[src/rtl/switch_debounce_if.sv]
// Switch-channel bundle between the raw button pins and the debouncer outputs.
// The slave side is the conditioner; the master side is whoever drives the pins.
interface switch_debounce_if #(
  parameter int NUM_SWITCHES = 4
);
  logic [NUM_SWITCHES-1:0] i_Switch;
  logic [NUM_SWITCHES-1:0] o_Switch;
  logic [NUM_SWITCHES-1:0] o_Press;
  logic [NUM_SWITCHES-1:0] o_Release;

  modport master (
    output i_Switch,
    input  o_Switch,
    input  o_Press,
    input  o_Release
  );

  modport slave (
    input  i_Switch,
    output o_Switch,
    output o_Press,
    output o_Release
  );
endinterface

[src/rtl/switch_debounce.sv]
// Multi-channel switch conditioner: two-flop synchroniser, per-channel bounce filter,
// and a registered clean level with one-cycle press/release pulses.
module switch_debounce #(
  parameter int NUM_SWITCHES   = 4,
  parameter int DEBOUNCE_LIMIT = 250000
) (
  input  logic                 i_Clk,
  input  logic                 i_Rst_L,
  switch_debounce_if.slave     bus
);

  localparam int CNT_W = $clog2(DEBOUNCE_LIMIT + 1);
  localparam logic [CNT_W-1:0] CNT_LAST = CNT_W'(DEBOUNCE_LIMIT - 1);
  localparam logic [CNT_W-1:0] CNT_ONE  = CNT_W'(1);

  typedef enum logic {
    STABLE,
    COUNTING
  } state_t;

  logic [NUM_SWITCHES-1:0] s1_q;
  logic [NUM_SWITCHES-1:0] s2_q;
  logic [NUM_SWITCHES-1:0] out_q,   out_d;
  logic [NUM_SWITCHES-1:0] press_q, press_d;
  logic [NUM_SWITCHES-1:0] rel_q,   rel_d;
  logic [NUM_SWITCHES-1:0] diff;

  state_t           state_q [NUM_SWITCHES];
  state_t           state_d [NUM_SWITCHES];
  logic [CNT_W-1:0] cnt_q   [NUM_SWITCHES];
  logic [CNT_W-1:0] cnt_d   [NUM_SWITCHES];

  assign diff = s2_q ^ out_q;

  always_ff @(posedge i_Clk or negedge i_Rst_L) begin
    if (!i_Rst_L) begin
      s1_q    <= '0;
      s2_q    <= '0;
      out_q   <= '0;
      press_q <= '0;
      rel_q   <= '0;
      for (int n = 0; n < NUM_SWITCHES; n++) begin
        state_q[n] <= STABLE;
        cnt_q[n]   <= '0;
      end
    end else begin
      s1_q    <= bus.i_Switch;
      s2_q    <= s1_q;
      out_q   <= out_d;
      press_q <= press_d;
      rel_q   <= rel_d;
      for (int n = 0; n < NUM_SWITCHES; n++) begin
        state_q[n] <= state_d[n];
        cnt_q[n]   <= cnt_d[n];
      end
    end
  end

  // In STABLE the counter is 0, so comparing it to CNT_LAST also covers DEBOUNCE_LIMIT=1.
  always_comb begin
    out_d   = out_q;
    press_d = '0;
    rel_d   = '0;
    for (int n = 0; n < NUM_SWITCHES; n++) begin
      state_d[n] = state_q[n];
      cnt_d[n]   = cnt_q[n];
      case (state_q[n])
        STABLE: begin
          if (diff[n]) begin
            if (cnt_q[n] == CNT_LAST) begin
              out_d[n]   = s2_q[n];
              press_d[n] = s2_q[n];
              rel_d[n]   = ~s2_q[n];
              cnt_d[n]   = '0;
              state_d[n] = STABLE;
            end else begin
              cnt_d[n]   = cnt_q[n] + CNT_ONE;
              state_d[n] = COUNTING;
            end
          end else begin
            cnt_d[n] = '0;
          end
        end
        COUNTING: begin
          if (!diff[n]) begin
            cnt_d[n]   = '0;
            state_d[n] = STABLE;
          end else if (cnt_q[n] == CNT_LAST) begin
            out_d[n]   = s2_q[n];
            press_d[n] = s2_q[n];
            rel_d[n]   = ~s2_q[n];
            cnt_d[n]   = '0;
            state_d[n] = STABLE;
          end else begin
            cnt_d[n] = cnt_q[n] + CNT_ONE;
          end
        end
        default: begin
          cnt_d[n]   = '0;
          state_d[n] = STABLE;
        end
      endcase
    end
  end

  assign bus.o_Switch  = out_q;
  assign bus.o_Press   = press_q;
  assign bus.o_Release = rel_q;

endmodule
[src/flat_wrapper.sv]
// flat-port wrapper written by rule: the top's interface ports become plain ports
module switch_debounce_flat 
#(
  parameter int NUM_SWITCHES   = 4,
  parameter int DEBOUNCE_LIMIT = 250000
)
  (i_Clk, i_Rst_L, bus_i_Switch, bus_o_Switch, bus_o_Press, bus_o_Release);
  switch_debounce_if #(.NUM_SWITCHES(NUM_SWITCHES)) bus_i ();
  input  logic i_Clk;
  input  logic i_Rst_L;
  input wire logic [$bits(bus_i.i_Switch)-1:0] bus_i_Switch;
  output wire logic [$bits(bus_i.o_Switch)-1:0] bus_o_Switch;
  output wire logic [$bits(bus_i.o_Press)-1:0] bus_o_Press;
  output wire logic [$bits(bus_i.o_Release)-1:0] bus_o_Release;
  assign bus_i.i_Switch = bus_i_Switch;
  assign bus_o_Switch = bus_i.o_Switch;
  assign bus_o_Press = bus_i.o_Press;
  assign bus_o_Release = bus_i.o_Release;
  switch_debounce #(.NUM_SWITCHES(NUM_SWITCHES), .DEBOUNCE_LIMIT(DEBOUNCE_LIMIT)) u_core (.i_Clk(i_Clk), .i_Rst_L(i_Rst_L), .bus(bus_i));
endmodule
[config.mk]
export PLATFORM = sky130hd
export DESIGN_NAME = switch_debounce_flat
export DESIGN_NICKNAME = d
export VERILOG_FILES = /design/src/rtl/switch_debounce_if.sv /design/src/rtl/switch_debounce.sv /design/src/flat_wrapper.sv
export SDC_FILE = /design/constraint.sdc
export NUM_CORES = 1
export LEC_CHECK = 0
export ABC_AREA = 1
export CORE_ASPECT_RATIO = 1.5
export CORE_MARGIN = 3
export CORE_UTILIZATION = 27
export DETAILED_ROUTE_END_ITERATION = 12
export HOLD_SLACK_MARGIN = 0.15
export MAX_ROUTING_LAYER = met4
export PLACE_DENSITY = 0.5
export SLEW_MARGIN = 20
export SYNTH_ARGS = -nofsm -noshare
export SYNTH_HDL_FRONTEND = slang
export SYNTH_SLANG_ARGS = --single-unit
[constraint.sdc]
create_clock -name i_Clk -period 1.2 [get_ports i_Clk]
set_input_delay 0.24 -clock i_Clk [delete_from_list [all_inputs] [get_ports i_Clk]]
set_output_delay 0.24 -clock i_Clk [all_outputs]
set_load 0.01 [all_outputs]
==> results of run 1 <==
area by class of cell:
type / count / area [sq um] / area share
Multi-Input combinational cell: 433 / 3080 / 0.404
Clock buffer: 11 / 253 / 0.0332
Inverter: 65 / 256 / 0.0337
Tap cell: 210 / 263 / 0.0345
Sequential cell: 92 / 2310 / 0.303
Timing Repair Buffer: 169 / 1420 / 0.187
Clock inverter: 5 / 35.0 / 0.00460
final timing paths:
check	startpoint	to	cells after the start
max in group asynchronous	i_Rst_L	u_core.cnt_q[50]	3
setup / recovery	u_core.cnt_q[54]	u_core.cnt_q[68]	8
min in group asynchronous	i_Rst_L	u_core.cnt_q[31]	2
hold reg to reg	u_core.s1_q[1]	u_core.s2_q[1]	0
setup reg to reg	u_core.cnt_q[54]	u_core.cnt_q[68]	8
hold / removal	bus_i_Switch[0]	u_core.s1_q[0]	1
repair_timing:
| action | 4_1_cts | 5_1_grt |
|---|---|---|
| endpoints found under the setup margin | 87 | 86 |
| gates cloned | 6 | 0 |
| buffers inserted | 23 | 20 |
| hold endpoints to repair | 92 | 0 |
| hold buffers | 1 | 0 |
| gates resized for setup | 131 | 123 |
| pin swaps | 44 | 81 |
state kept, by name, indices dropped and copies added, names as in the netlist:
register	count
u_core.bus.o_Press	4
u_core.bus.o_Release	4
u_core.bus.o_Switch	4
u_core.cnt_q	72
u_core.s1_q	4
u_core.s2_q	4
synth_stat cells, types with 5 or more instances:
cell type  instances
a21oi_1           14
dfrtp_1           92
inv_1             54
inv_2             10
nand2_1          107
nand2_2           11
nand2_4            5
nand3_1           42
nand4_1            6
nor2_1           137
nor2_2            14
nor2_4            19
nor3_1            15
o21ai_1            6
xnor2_1           11
xor2_1            18
power by group:
part / internal (mW) / switching, mW / total (mW) / leakage, nW
Clock: 1.52 / 1.25 / 2.77 / 0.142
Combinational: 0.179 / 0.240 / 0.419 / 1.93
Sequential: 3.15 / 0.0516 / 3.20 / 1.25
Total: 4.85 / 1.54 / 6.38 / 3.32
routing by layer:
metal  GRT usage  routed length (um)
met1       0.155                5250
met2       0.249                7270
met3      0.0193                 223
met4      0.0548                 276
met5           -                   0
logic make-up (layout without fill, tap and decap cells):
group | after synthesis | in the layout | synth area share
fa+ha+maj | 4 | 4 | 0.0105
simple gates | 365 | 370 | 0.366
buf+inv | 65 | 250 | 0.0515
compound gates | 29 | 30 | 0.0357
flops | 92 | 92 | 0.483
xor+xnor | 29 | 29 | 0.0533
==> results.py, run 1 <==
metrics = {
    "yosys": {
        "syn_avg_cell_area_sq_um": 8.16,
        "yosys.area.top_type": "dfrtp_1",
        "synth_async_sr_flop_share": 1.00,
        "synth_edf_count": 0,
        "synth_ff_type": "dfrtp_1",
        "synth_top_area_frac": 0.483,
        "ys_seq_elements": 92,
        "yosysWarnings": 0,
        "synthCells": 584,
        "yosysSeqAreaShare": 0.483,
        "syn-num-nets": 594,
        "netlist_area_sq_mm": 0.00476,
        "ys_types": 26,
        "netlist_top_cells_area": "dfrtp_1 (48%), nor2_1 (11%), nand2_1 (8.4%)",
    },
    "cts": {
        "clkTransAtPathRegs_ns": 0.07,
        "clock_sinks": 92,
        "root_buffer": "clkbuf_16",
        "cts_buffers": 9,
        "clk_latency_ns": 0.35,
        "cts_tree": "done",
        "htreeDepth": 3,
        "cts.path.max_buffers": 2,
    },
    "critical_path": {
        "crit_type": "reg2reg",
        "worst-path-buf-inv": 0,
        "worst_setup_path_end_kind": "register",
        "cp_cell_sequence": "ha_2 > nand2_2 > nor2_4 > nand2_4 > nor2_4 > nand2_2 > nor2_2 > nor2_1",
        "slowest_stage": "dfrtp_1",
        "worst_setup_path_start_kind": "register",
        "cp.required_ns": 1.44,
        "critPathArrivalTime_ns": 1.66,
        "worstPathMaxFanout": 4,
        "r2r_setup_slack_ns": -0.21,
        "critPathTopFamily": "simple AND/OR/NAND/NOR gates",
        "slowest_delay_ns": 0.37,
    },
    "place": {
        "dp_hpwl_um": 8330,
        "pre_cts_slack_ns": -0.151,
        "gp_congestion": 0.882,
        "io_buffers": 17,
        "dp_cells": 920,
        "dpl-instance-area_sq_mm": 0.00615,
    },
    "timing": {
        "finalSetupViolCount": 77,
        "timing.final.hold_violations": 0,
        "relSlewSlack": 0.781,
        "min_period_ns": 1.41,
        "finClkSkew_ns": 0.00681,
        "hold_slack_ns": 0.325,
        "rsz0062_at_grt": "yes",
        "timing.final.ws_setup_ns": -0.213,
        "fin_setup_tns_ns": -8.31,
        "worst_pin_slew_ns": 0.328,
        "final-max-slew-violation-count": 0,
        "fmax_ghz": 0.708,
        "fin_crit_sh": 1.18,
    },
    "run_status": {
        "status": "finished with violations",
        "violations": "setup timing",
    },
    "floorplan": {
        "coreArea_sq_mm": 0.0171,
        "rows": 58,
        "die_x_um": 114,
        "ios": 18,
        "die_h_um": 169,
        "start_util": 0.279,
        "die_area_sq_mm": 0.0193,
    },
    "routing": {
        "wl_per_cell_um": 13.2,
        "vias": 4455,
        "drc": 0,
        "wirelength_um": 13000,
        "dr.pass1.iters": 4,
        "drt_iter0_drc": 138,
        "ant_nets": 0,
        "avgViaCountPerCell": 4.52,
    },
    "cells_and_area": {
        "final_common_cell": "buf_4",
        "num-nets-final": 780,
        "drive_above_1_share": 0.495,
        "instances_no_fill": 985,
        "syn2layout_area_growth_pct": 59.8,
        "fillers": 1598,
        "mostFrequentLayoutCells": "buf_4 (116), nor2_1 (89), dfrtp_1 (88)",
        "fin_util": 0.447,
        "fin_area_sq_mm": 0.00762,
        "diodes": 0,
    },
    "grt": {
        "grt_pass1_vias": 4588,
        "antenna_found_initial": 0,
        "overflow": 0,
        "grt_usage": 0.140,
        "grt_pass1_wl_um": 21100,
        "grt_max_degree": 27,
    },
    "power": {
        "leakage_nw": 3.32,
        "power_density_mw_per_mm2": 838,
        "ir_drop_uv": 791,
        "p_total_mw": 6.38,
    },
    "worst_hold_path": {
        "hp-class": "in2reg",
    },
    "flow_run": {
        "cap_violations": 0,
    },
}
Power figures use the tool's default switching activity.
==> inputs of run 2 (changes only) <==
--- a/config.mk
+++ b/config.mk
@@ -17,3 +17,4 @@
 export SYNTH_ARGS = -nofsm -noshare
 export SYNTH_HDL_FRONTEND = slang
 export SYNTH_SLANG_ARGS = --single-unit
+export TNS_END_PERCENT = 50
==> run 2 against run 1 <==
  * The flow still finishes with violations (setup timing)
  * Clock-buffer cell count down 2
  * Cell count down 2.3%
  * Clock power up 14%
  * Register-to-register slack better by 0.07 ns
  * Fmax up 5.3%
  * Sequential power about the same
  * Flip-flop and latch count unchanged
  * Cell area down 6.2%
  * Clock skew up 0.0011 ns
  * Critical path depth down 1
  * Routed wire length down 9.9%
  * Largest power group unchanged
==> results.py, run 2 (synthesis results as in run 1) <==
metrics = {
    "cells_and_area": {
        "syn2layout_area_growth_pct": 49.9,
        "num-nets-final": 757,
        "drive_above_1_share": 0.434,
        "diodes": 0,
        "instances_no_fill": 962,
        "largest_register": "u_core.cnt_q",
        "fin_area_sq_mm": 0.00714,
        "final_common_cell": "buf_4",
        "mostFrequentLayoutCells": "buf_4 (117), nor2_1 (105), nand2_1 (91)",
        "largest_reg_flops": 72,
        "fin_util": 0.419,
    },
    "floorplan": {
        "die_x_um": 114,
        "die_h_um": 169,
        "rows": 58,
        "start_util": 0.279,
        "die_area_sq_mm": 0.0193,
        "ios": 18,
        "coreArea_sq_mm": 0.0171,
    },
    "routing": {
        "wl_per_cell_um": 12.2,
        "dr.pass1.iters": 5,
        "ant_nets": 0,
        "avgViaCountPerCell": 4.44,
        "top_layer": "met4",
        "drc": 0,
        "vias": 4274,
        "met3WireLength_um": 239,
        "drt_iter0_drc": 114,
        "wirelength_um": 11700,
        "met2_length_um": 6750,
        "met1Wirelength_um": 4530,
    },
    "cts": {
        "cts_tree": "done",
        "clock_sinks": 92,
        "clkTransAtPathRegs_ns": 0.07,
        "cts_buffers": 9,
        "htreeDepth": 3,
        "root_buffer": "clkbuf_16",
        "clk_latency_ns": 0.34,
        "cts.path.max_buffers": 2,
    },
    "timing": {
        "relSlewSlack": 0.771,
        "timing.final.ws_setup_ns": -0.142,
        "fmax_ghz": 0.745,
        "min_period_ns": 1.34,
        "finClkSkew_ns": 0.00787,
        "finalSetupViolCount": 72,
        "fin_setup_tns_ns": -5.79,
        "hold_slack_ns": 0.325,
        "fin_crit_sh": 1.12,
        "timing.final.hold_violations": 0,
        "final-max-slew-violation-count": 0,
        "worst_pin_slew_ns": 0.343,
        "rsz0062_at_grt": "yes",
    },
    "critical_path": {
        "worst_setup_path_start_kind": "register",
        "critPathMostFrequentCell": "buf_4",
        "crit_type": "reg2reg",
        "critPathArrivalTime_ns": 1.57,
        "r2r_cells": 7,
        "worstSetupStartpoint": "u_core.cnt_q[54]",
        "worstSetupPathDepth": 7,
        "r2r-start": "u_core.cnt_q[54]",
        "worst_setup_path_end_kind": "register",
        "worstPathMaxFanout": 3,
        "cp_cell_sequence": "ha_2 > nand2_4 > nor2_4 > buf_4 > buf_4 > xnor2_1 > nor2_1",
        "crit_end": "u_core.cnt_q[58]",
        "worst-path-buf-inv": 2,
        "r2r_setup_slack_ns": -0.14,
        "slowest_stage": "dfrtp_1",
        "reg2reg_to": "u_core.cnt_q[58]",
        "cp.required_ns": 1.43,
        "critPathTopFamily": "flip-flops",
        "slowest_delay_ns": 0.36,
    },
    "grt": {
        "grt_pass1_wl_um": 18900,
        "grt_usage": 0.124,
        "antenna_found_initial": 0,
        "overflow": 0,
        "grt_max_degree": 29,
        "grt_pass1_vias": 4225,
    },
    "place": {
        "dpl-instance-area_sq_mm": 0.00607,
        "pre_cts_slack_ns": -0.167,
        "dp_cells": 913,
        "io_buffers": 17,
        "dp_hpwl_um": 8250,
        "gp_congestion": 0.829,
    },
    "flow_run": {
        "cap_violations": 0,
    },
    "run_status": {
        "violations": "setup timing",
        "status": "finished with violations",
    },
    "worst_hold_path": {
        "hp-class": "in2async",
    },
    "power": {
        "leakage_nw": 3.20,
        "p_total_mw": 6.74,
        "ir_drop_uv": 621,
        "power_density_mw_per_mm2": 943,
    },
}
-- run 2: cell count changes in the layout (fill, tap and decap cells not counted), sizes merged --
cell | before | now
nand3 | 48 | 47
inv | 64 | 67
clkinvlp | 1 | 0
buf | 161 | 138
nand2 | 126 | 125
bufinv | 0 | 2
clkinv | 5 | 3
-- run 2: per-layer routing --
layer  vias up  global-route usage
li1       2178                   -
met1      2034               0.131
met2        47               0.230
met3        15              0.0211
met4         0              0.0388
met5         -                   -
-- run 2: where the power goes --
group | internal (mW) | switching (mW)
registers | 3.15 | 0.0499
logic | 0.163 | 0.217
clock network | 1.86 | 1.30
-- run 2: layout make-up --
cell class | instances | area, sq um
Sequential cell | 92 | 2310
Fill cell | 1664 | 9910
Clock buffer | 9 | 225
Clock inverter | 7 | 106
Timing Repair Buffer | 148 | 1180
Inverter | 65 | 254
Tap cell | 210 | 263
Multi-Input combinational cell | 431 | 2800
-- run 2: what timing repair did --
action	CTS	global route
buffers inserted	14	14
resized for setup	75	104
endpoints found under the setup margin	91	86
pin swaps	19	45
gates cloned	0	4
endpoints found under the hold margin	92	0
hold buffers	1	0
-- run 2: worst min-delay path by stage --
stage                          from                       to  slack (ns)  depth (start not counted)
floorplan                   i_Rst_L    u_core.bus.o_Press[0]       -0.06                          0
global placement            i_Rst_L           u_core.s2_q[3]        0.15                          1
detailed placement          i_Rst_L   u_core.bus.o_Switch[3]        0.15                          1
CTS                         i_Rst_L  u_core.bus.o_Release[3]        0.32                          2
global route        bus_i_Switch[1]           u_core.s1_q[1]        0.33                          1
finish                      i_Rst_L   u_core.bus.o_Switch[3]        0.33                          2
-- run 2: worst register-to-register path, delay by kind of cell, from the launching register on --
family | cells | cell delay (ns)
flops | 1 | 0.36
buf+inv | 2 | 0.25
fa+ha+maj | 1 | 0.21
xor+xnor | 1 | 0.10
simple gates | 3 | 0.32
==> inputs of run 3 (changes only) <==
--- a/config.mk
+++ b/config.mk
@@ -6,13 +6,12 @@
 export NUM_CORES = 1
 export LEC_CHECK = 0
 export ABC_AREA = 1
-export CORE_ASPECT_RATIO = 1.5
 export CORE_MARGIN = 3
 export CORE_UTILIZATION = 27
 export DETAILED_ROUTE_END_ITERATION = 12
 export HOLD_SLACK_MARGIN = 0.15
 export MAX_ROUTING_LAYER = met4
-export PLACE_DENSITY = 0.5
+export PLACE_DENSITY = 0.48
 export SLEW_MARGIN = 20
 export SYNTH_ARGS = -nofsm -noshare
 export SYNTH_HDL_FRONTEND = slang
==> run 3 against run 2 <==
  * The run still ends with setup timing left
  * Clock skew increased by 0.00050 ns
  * Largest power group unchanged
  * Die area decreased by 0.17%
  * Core utilization increased by 0.30 points
  * Cell area about the same
==> results.py, run 3 (synthesis results as in run 1) <==
metrics = {
    "routing": {
        "vias": 4167,
        "wirelength_um": 11500,
        "drc": 0,
        "wl_per_cell_um": 11.9,
        "ant_nets": 0,
        "dr.pass1.iters": 4,
        "avgViaCountPerCell": 4.33,
        "drt_iter0_drc": 125,
    },
    "cts": {
        "cts.path.max_buffers": 2,
        "clkTransAtPathRegs_ns": 0.07,
        "clock_sinks": 92,
        "clk_latency_ns": 0.35,
        "root_buffer": "clkbuf_16",
        "htreeDepth": 3,
        "cts_tree": "done",
        "cts_buffers": 9,
    },
    "critical_path": {
        "critPathArrivalTime_ns": 1.58,
        "r2r_setup_slack_ns": -0.14,
        "worst_setup_path_start_kind": "register",
        "worstPathMaxFanout": 5,
        "cp_cell_sequence": "ha_4 > nand2_4 > nor2_4 > nand3_4 > nand2_8 > nor2_1",
        "slowest_delay_ns": 0.39,
        "slowest_stage": "dfrtp_1",
        "crit_type": "reg2reg",
        "worst_setup_path_end_kind": "register",
        "cp.required_ns": 1.44,
    },
    "timing": {
        "fin_crit_sh": 1.11,
        "timing.final.ws_setup_ns": -0.136,
        "min_period_ns": 1.34,
        "relSlewSlack": 0.803,
        "rsz0062_at_grt": "yes",
        "final-max-slew-violation-count": 0,
        "worst_pin_slew_ns": 0.294,
        "fin_setup_tns_ns": -5.15,
        "fmax_ghz": 0.748,
        "finalSetupViolCount": 69,
        "finClkSkew_ns": 0.00837,
        "timing.final.hold_violations": 0,
    },
    "cells_and_area": {
        "drive_above_1_share": 0.445,
        "largest_reg_flops": 72,
        "num-nets-final": 748,
        "mostFrequentLayoutCells": "buf_4 (113), nor2_1 (95), nand2_1 (91)",
        "fin_area_sq_mm": 0.00714,
        "syn2layout_area_growth_pct": 49.9,
        "fillers": 1679,
        "largest_register": "u_core.cnt_q",
        "diodes": 0,
        "final_common_cell": "buf_4",
    },
    "floorplan": {
        "ios": 18,
        "die_area_sq_mm": 0.0193,
        "rows": 47,
        "die_h_um": 139,
        "die_x_um": 139,
        "coreArea_sq_mm": 0.0169,
        "start_util": 0.281,
    },
    "worst_hold_path": {
        "hp-class": "in2reg",
    },
    "grt": {
        "grt_max_degree": 54,
        "overflow": 0,
        "grt_pass1_vias": 4084,
        "antenna_found_initial": 0,
        "grt_usage": 0.123,
        "grt_pass1_wl_um": 19100,
    },
    "run_status": {
        "status": "finished with violations",
        "violations": "setup timing",
    },
    "place": {
        "io_buffers": 17,
        "gp_congestion": 0.829,
        "dpl-instance-area_sq_mm": 0.00603,
        "dp_hpwl_um": 7780,
    },
    "flow_run": {
        "cap_violations": 0,
    },
    "power": {
        "ir_drop_uv": 854,
        "power_density_mw_per_mm2": 888,
        "leakage_nw": 3.13,
        "p_total_mw": 6.34,
    },
}
-- run 3: cell count changes in the layout (fill, tap and decap cells not counted), sizes merged, moves of 2 or more --
cell | before | now
buf | 138 | 132
bufinv | 2 | 0
clkdlybuf4s15 | 2 | 0
clkinv | 3 | 1
clkinvlp | 0 | 4
-- run 3: path summary, 6_finish.rpt --
path                       depth (start not counted)             start               end
setup reg to reg                                   6  u_core.cnt_q[54]  u_core.cnt_q[70]
max in group asynchronous                          3           i_Rst_L  u_core.cnt_q[56]
hold / removal                                     1   bus_i_Switch[3]    u_core.s1_q[3]
hold reg to reg                                    0    u_core.s1_q[3]    u_core.s2_q[3]
min in group asynchronous                          3           i_Rst_L  u_core.cnt_q[15]
setup / recovery                                   6  u_core.cnt_q[54]  u_core.cnt_q[70]
-- run 3: what timing repair did --
item,CTS,global route
setup buffers,6,21
hold endpoints to repair,92,0
gates resized for setup,89,117
pin swaps,19,44
hold buffers,1,0
cloned,2,1
setup endpoints to repair,89,89
-- run 3: cell type report --
type                    count  area [sq um]  area share
multi-input cells         430          2910       0.408
well taps                 220           275      0.0385
clock buffers              10           239      0.0335
repair buffers            140          1100       0.155
inverters                  65           251      0.0352
flip-flops and latches     92          2310       0.323
clock inverters             6          47.5     0.00666
-- run 3: where the power goes --
part	switching [mW]	total (mW)	internal [mW]
Clock	1.30	2.78	1.48
Combinational	0.219	0.363	0.144
Sequential	0.0527	3.20	3.15
Total	1.57	6.34	4.77
-- run 3: critical path, delay by kind of cell, from the launching register on --
family	cells	cell delay, ns
AND/OR/NAND/NOR	5	0.67
adder cells (fa/ha/maj)	1	0.16
flip-flops	1	0.39
-- run 3: per-stage QoR --
step / hold WS [ns] / util / setup slack, ns / std cells
final: 0.323 / 0.422 / -0.136 / 963
after global routing: 0.304 / 0.422 / -0.245 / 963
after CTS: 0.302 / 0.387 / -0.170 / 942
after detailed placement: 0.243 / 0.356 / -0.217 / 917
after global placement: 0.242 / 0.356 / -0.152 / 917
after floorplan: -0.0556 / - / -0.0664 / 584
-- run 3: routing by layer --
layer / vias up / routed length (um) / GRT usage
li1: 2150 / - / -
met1: 1961 / 5230 / 0.153
met2: 42 / 5780 / 0.201
met3: 14 / 327 / 0.0286
met4: 0 / 161 / 0.0355
met5: - / 0 / -
